`config.mk`:
```
export PLATFORM = sky130hd
export DESIGN_NAME = rr_grant_arbiter
export DESIGN_NICKNAME = d
export VERILOG_FILES = /design/src/rtl/rr_grant_arbiter.sv
export SDC_FILE = /design/constraint.sdc
export NUM_CORES = 1
export LEC_CHECK = 0
export ABC_AREA = 0
export ABC_CLOCK_PERIOD_IN_PS = 4150
export CORE_ASPECT_RATIO = 1.4
export CORE_MARGIN = 2
export CORE_UTILIZATION = 25
export CTS_CLUSTER_DIAMETER = 100
export DETAILED_ROUTE_END_ITERATION = 10
export GPL_ROUTABILITY_DRIVEN = 0
export GPL_TIMING_DRIVEN = 1
export PLACE_DENSITY_LB_ADDON = 0.12
export SLEW_MARGIN = 20
export SYNTH_ARGS = -nofsm -noshare
export SYNTH_HDL_FRONTEND = slang
export SYNTH_SLANG_ARGS = --single-unit
```
`constraint.sdc`:
```
create_clock -name clk -period 4.15 [get_ports clk]
set_input_delay 0.6225 -clock clk [delete_from_list [all_inputs] [get_ports clk]]
set_output_delay 0.6225 -clock clk [all_outputs]
set_load 0.005 [all_outputs]
```
`src/rtl/rr_grant_arbiter.sv`:
```
// Round-robin grant arbiter for eight level-held requesters with a registered one-hot grant.
// Optional forced release after HOLD_MAX cycles is compiled in with `define ARB_TIMEOUT_EN.
module rr_grant_arbiter #(
    parameter int unsigned HOLD_MAX = 16
) (
    input  logic       clk,
    input  logic       rst,
    input  logic [7:0] req,
    input  logic       rel,
    output logic [7:0] gnt,
    output logic [2:0] gnt_idx,
    output logic       gnt_valid,
    output logic       timeout
);

    // state | meaning
    // IDLE  | no owner; arbitrate on the next edge if any req bit is set
    // BUSY  | owner gnt_idx holds the grant until rel, dropped req or hold limit
    typedef enum logic {IDLE = 1'b0, BUSY = 1'b1} state_t;

    if (HOLD_MAX < 1 || HOLD_MAX > 255) begin : g_bad_hold_max
        $error("rr_grant_arbiter: HOLD_MAX must be within 1..255");
    end

    state_t     state_q, state_d;
    logic [2:0] ptr_q, ptr_d;
    logic [2:0] idx_q, idx_d;
    logic [2:0] win_idx;
    logic [2:0] cand;
    logic       win_found;
    logic       rel_normal;
    logic       rel_forced;

`ifdef ARB_TIMEOUT_EN
    logic [7:0] hold_q, hold_d;
    logic       tmo_q, tmo_d;
`endif

    // First set bit at or after ptr; scanning offsets high-to-low lets the nearest one win.
    always_comb begin
        win_idx   = ptr_q;
        win_found = 1'b0;
        cand      = ptr_q;
        for (int i = 7; i >= 0; i--) begin
            cand = ptr_q + 3'(i);
            if (req[cand]) begin
                win_idx   = cand;
                win_found = 1'b1;
            end
        end
    end

    assign rel_normal = rel | ~req[idx_q];

`ifdef ARB_TIMEOUT_EN
    assign rel_forced = (hold_q == 8'(HOLD_MAX - 1));
`else
    assign rel_forced = 1'b0;
`endif

    always_ff @(posedge clk) begin
        if (rst) begin
            state_q <= IDLE;
            ptr_q   <= 3'd0;
            idx_q   <= 3'd0;
`ifdef ARB_TIMEOUT_EN
            hold_q  <= 8'd0;
            tmo_q   <= 1'b0;
`endif
        end else begin
            state_q <= state_d;
            ptr_q   <= ptr_d;
            idx_q   <= idx_d;
`ifdef ARB_TIMEOUT_EN
            hold_q  <= hold_d;
            tmo_q   <= tmo_d;
`endif
        end
    end

    always_comb begin
        state_d = state_q;
        ptr_d   = ptr_q;
        idx_d   = idx_q;
`ifdef ARB_TIMEOUT_EN
        hold_d  = hold_q;
        tmo_d   = 1'b0;
`endif
        case (state_q)
            IDLE: begin
                if (win_found) begin
                    state_d = BUSY;
                    idx_d   = win_idx;
`ifdef ARB_TIMEOUT_EN
                    hold_d  = 8'd0;
`endif
                end
            end
            BUSY: begin
                if (rel_normal || rel_forced) begin
                    state_d = IDLE;
                    ptr_d   = idx_q + 3'd1;
`ifdef ARB_TIMEOUT_EN
                    hold_d  = 8'd0;
                    tmo_d   = ~rel_normal;
`endif
                end else begin
`ifdef ARB_TIMEOUT_EN
                    hold_d  = hold_q + 8'd1;
`endif
                end
            end
            default: state_d = IDLE;
        endcase
    end

    always_comb begin
        gnt_valid = (state_q == BUSY);
        gnt_idx   = idx_q;
        gnt       = gnt_valid ? (8'b1 << idx_q) : 8'h00;
`ifdef ARB_TIMEOUT_EN
        timeout   = tmo_q;
`else
        timeout   = 1'b0;
`endif
    end

endmodule

```
Word level (Yosys, flattened, before mapping)
Index checks and enable logic that the tools add are counted.
Widths: inputs -> output; s select.
- $add $sub $neg: 8
- muxes and demuxes: 38
- reductions and logical operators: 2
- equality and inequality tests: 0
- shift-type cells: 1
- multipliers: 0
- $lt $le $gt $ge: 9
- divide/modulo/power cells: 0
- bitwise logic cells: 3
- operator list (cell ; count):
    $lt 3x4->1 const B ; 9
    $bmux 1 s3 ; 9
    $mux 3 ; 8
    $mux 1 ; 19
    $add 3x3->3 const B ; 4
    $mux 8 ; 1
    $shl 1x3->8 const A ; 1
    $add 3x1->3 const B ; 2
    $add 3x2->3 const B ; 2
    $reduce_and 2->1 ; 2
    $not 1->1 ; 2
    $pmux 1 s2 ; 1
    $or 1x1->1 ; 1
- bits in latches: 0
- memories kept: 0
- register bits: 7
- output and inout port bits: 13
- bits of input ports: 11
- memory bits (read-only): 0
- RAM bits: 0

Longest topological paths before layout
- depth after elaboration: 13
- mapped depth: 12
- gate-level depth less buffers: 8

Worst setup path after synthesis
OpenSTA, ideal clock, no wires.
- path type: register to register
- start point: reg ptr_q[1]
- end point: reg idx_q[0], in the netlist gnt_idx[0]
- required time: 4028 ps
- library setup time: 122 ps
- data arrival time: 2676 ps
- clock period less this slack: 2798 ps
- path slack: 1352 ps
- stages on the path, launching flop included: 13
- cell sequence: dfxtp_1 -> buf_2 -> buf_2 -> inv_1 -> ha_1 -> buf_4 -> buf_4 -> mux2i_1 -> mux4_2 -> o221ai_1 -> a311oi_1 -> o31a_1 -> o311a_1
- longest elaborated chain between the ends: 12
- elaborated cells between the ends (all ways): 40
- ends and longest elaborated chain (item ; RTL line ; source):
    from (decl) ; 26 ; logic [2:0] ptr_q, ptr_d;
    from (signal assigned) ; 72 ; ptr_q <= ptr_d;
    $add 3x3->3 ; 45 ; cand = ptr_q + 3'(i);
    $bmux 1 s3 ; 46 ; if (req[cand]) begin
    $mux 1 (not written as such) ; 46 ;
    $mux 1 (8 in a row) ; 46 ;
    $reduce_and 2->1 (no source line) ; - ;
    to (signal assigned) ; 73 ; idx_q <= idx_d;
    to (decl) ; 27 ; logic [2:0] idx_q, idx_d;
Parallel ways exist; a longest one is shown, timed or not. The select of a mux whose other input is x is not followed.
A chain may end at the register's enable or synchronous reset.

Worst setup path after layout
- start point: reg ptr_q[1]
- end point: reg idx_q[1], in the netlist gnt_idx[1]
Same word-level chain as after synthesis.

==> metrics.yaml <==
status:
  outcome: "finished, final reports clean"
placed_design:
  place_inst: 258
  port-buffer-count: 22
  pre_cts_slack_ns: 1.159
  hpwl_mm: 3.634
  dpl-instance-area_sq_um: 1720
synth:
  synth.avg_cell_area_sq_um: 8.212
  yosysTopAreaCell: "mux4_2"
  synth_top_area_share_pct: 13.64
  ys_warn_count: 0
  ys_async_sr_fraction_pct: 0
  synth_top_flop_cell: "dfxtp_1"
  syn_nets: 200
  synth_cell_type_count: 52
  synth_area_leaders: "mux4_2 (14%), mux2i_1 (12%), dfxtp_1 (9.4%), ha_1 (6.7%), mux2_2 (4.5%)"
  synth_seq_cells: 7
  netlist_area_sq_um: 1486
  synth_enable_flop_cells: 0
  synthCells: 181
  synth-seq-area-share_pct: 9.428
drt:
  drt_iter0_drc: 48
  drt_wl_total_mm: 4.675
  vias_per_cell: 5.599
  drcViolationCount: 0
  ant_nets: 0
  vias: 1467
  wl_per_cell_um: 17.84
  first_pass_iters: 4
sta:
  timing.slew.headroom_pct: 51.85
  fmax_ghz: 0.3268
  period_share_pct: 73.73
  rsz0062_at_grt: "false"
  clock_skew_ns: 0.004294
  final.setup.tns_ns: 0
  whs_ns: 0.6719
  maxSlewViolCount: 0
  worst_pin_slew_ns: 0.7212
  hold_viol: 0
  layout_setup_ws_ns: 1.090
  fin_crit_ns: 3.060
  setup_viol: 0
cts:
  cts.sinks: 7
  cts_setup_buffers: 0
  cts_tree: "built"
  clk_latency_ns: 0.23
  ctsResizeCount: 0
  cts-htree-levels: 1
  cts_buffers: 3
  cts-root-buf: "clkbuf_8"
  cts.path.max_buffers: 2
  hold_buffers: 0
  clk_pin_slew_ns: 0.05
power:
  cellInternalPower_mw: 0.3562
  comb_power_share_pct: 67.9
  power.switching_mw: 0.3005
  seqPwrFrac_pct: 16.7
  vdd_drop_max_mv: 0.1668
  p_per_area_nw_per_um2: 372.0
  power_mw: 0.6568
  p_leak_nw: 0.6427
  pwr-share-clk_pct: 15.4
  swShare_pct: 45.76
flow_run:
  cap_viol_max_count: 0
floorplan:
  die_h_um: 95.24
  initial_core_util_pct: 25.53
  design.die.area_sq_um: 6587
  ioPinCount: 24
  core-area_sq_um: 5822
  rows: 33
  die_w_um: 69.17
layout:
  fin_nets: 212
  regArea_sq_um: 140.1
  area_growth_pct: 18.77
  final_common_cell: "clkdlybuf4s50_1"
  drive_gt1_share_pct: 11.98
  fill_cells: 617
  final_area_sq_um: 1765
  finalNonFillerCells: 262
  num_antenna_cells: 0
  final_core_utilization_pct: 30.32
  layout.cells.most_common_list: "clkdlybuf4s50_1 (22), mux2i_1 (18), nand2_1 (14), nor2_1 (11), a21oi_1 (10)"
  multi_input_area_sq_um: 1224
grt:
  grt_pass1_wl_mm: 8.004
  antenna_found_initial: 0
  grt_max_degree: 28
  grt-ovfl-total: 0
  grt.total_usage_pct: 14.93
  grt_pass1_vias: 1474
setup_path:
  cp-start-kind: "flip-flop"
  crit_required_ns: 4.27
  crit_arrival_ns: 3.18
  crit_path_end_kind: "flip-flop"
  path_max_fanout: 17
  crit_type: "flip-flop to flip-flop"
worst_hold_path:
  min_path_type: "flip-flop to flip-flop"
[final cells by class]
class | count | area share [%]
Multi-Input combinational cell | 148 | 69.31
Tap cell | 70 | 4.961
Sequential cell | 7 | 7.938
Timing Repair Buffer | 24 | 13.32
Inverter | 9 | 1.914
Clock buffer | 4 | 2.551
[critical path: stages (launching register included)]
cell and delay [ns]:
dfxtp_1 0.33, inv_1 0.12, ha_1 0.75, mux2i_1 0.51, nand3_1 0.19, a211oi_2 0.45
a211oi_1 0.14, a32o_1 0.29, o21bai_1 0.15
[Yosys cell counts, types with 2 or more instances]
cell	number
a21oi_1	10
and3_1	3
nor2_1	11
nor3_1	7
clkbuf_1	7
nand2b_1	2
nand2_1	14
a211oi_1	2
ha_1	8
mux2_2	6
o21a_1	2
o21ai_0	6
o22ai_1	3
nand4_1	2
nor2b_1	4
and2_1	6
a21o_1	4
buf_2	5
buf_4	3
a311oi_1	2
mux4_2	9
inv_1	8
o21bai_1	2
mux2i_1	18
dfxtp_1	7
a221oi_1	4
[sequential cells by signal, summed over array words and instances (netlist names)]
register,flops
gnt_idx,3
ptr_q,3
gnt_valid,1
[power groups by stage]
stage	combinational, mW	sequential [mW]	clock, mW
after floorplan	0.344	0.0945	0
after global placement	0.439	0.112	0
after detailed placement	0.440	0.112	0
after CTS	0.443	0.111	0.101
after global routing	0.488	0.113	0.104
final	0.446	0.110	0.101
[cell families (layout without fill, tap and decap cells)]
family          count (synthesis)  after routing  synth area share [%]
fa+ha+maj                       8              8                 6.734
flops                           7              7                 9.427
xor+xnor                        2              2                 1.179
simple gates                   54             54                 18.01
mux                            34             34                 32.07
compound gates                 49             49                 24.07
buf+inv                        26             37                 8.249
other cells                     1              1                0.2523
[final timing paths]
| kind | start | end | slack (ns) | cells after the start |
|---|---|---|---|---|
| worst max-delay path | ptr_q[1]$_SDFFE_PP0P_ | gnt_idx[1]$_SDFFE_PP0P_ | 1.09 | 8 |
| worst min-delay path | gnt_valid$_SDFF_PP0_ | gnt_valid$_SDFF_PP0_ | 0.67 | 2 |
| worst min register to register | gnt_valid$_SDFF_PP0_ | gnt_valid$_SDFF_PP0_ | 0.67 | 2 |
| worst max register to register | ptr_q[1]$_SDFFE_PP0P_ | gnt_idx[1]$_SDFFE_PP0P_ | 1.09 | 8 |
[routing by layer]
layer	GRT usage [%]	part of all wire [%]	vias to the layer above
li1	-	-	708
met1	17.87	43	719
met2	29.09	54	34
met3	1.480	2.9	6
met4	2.451	0.68	0
met5	0	0	-
(Power assumes the default switching activity.)
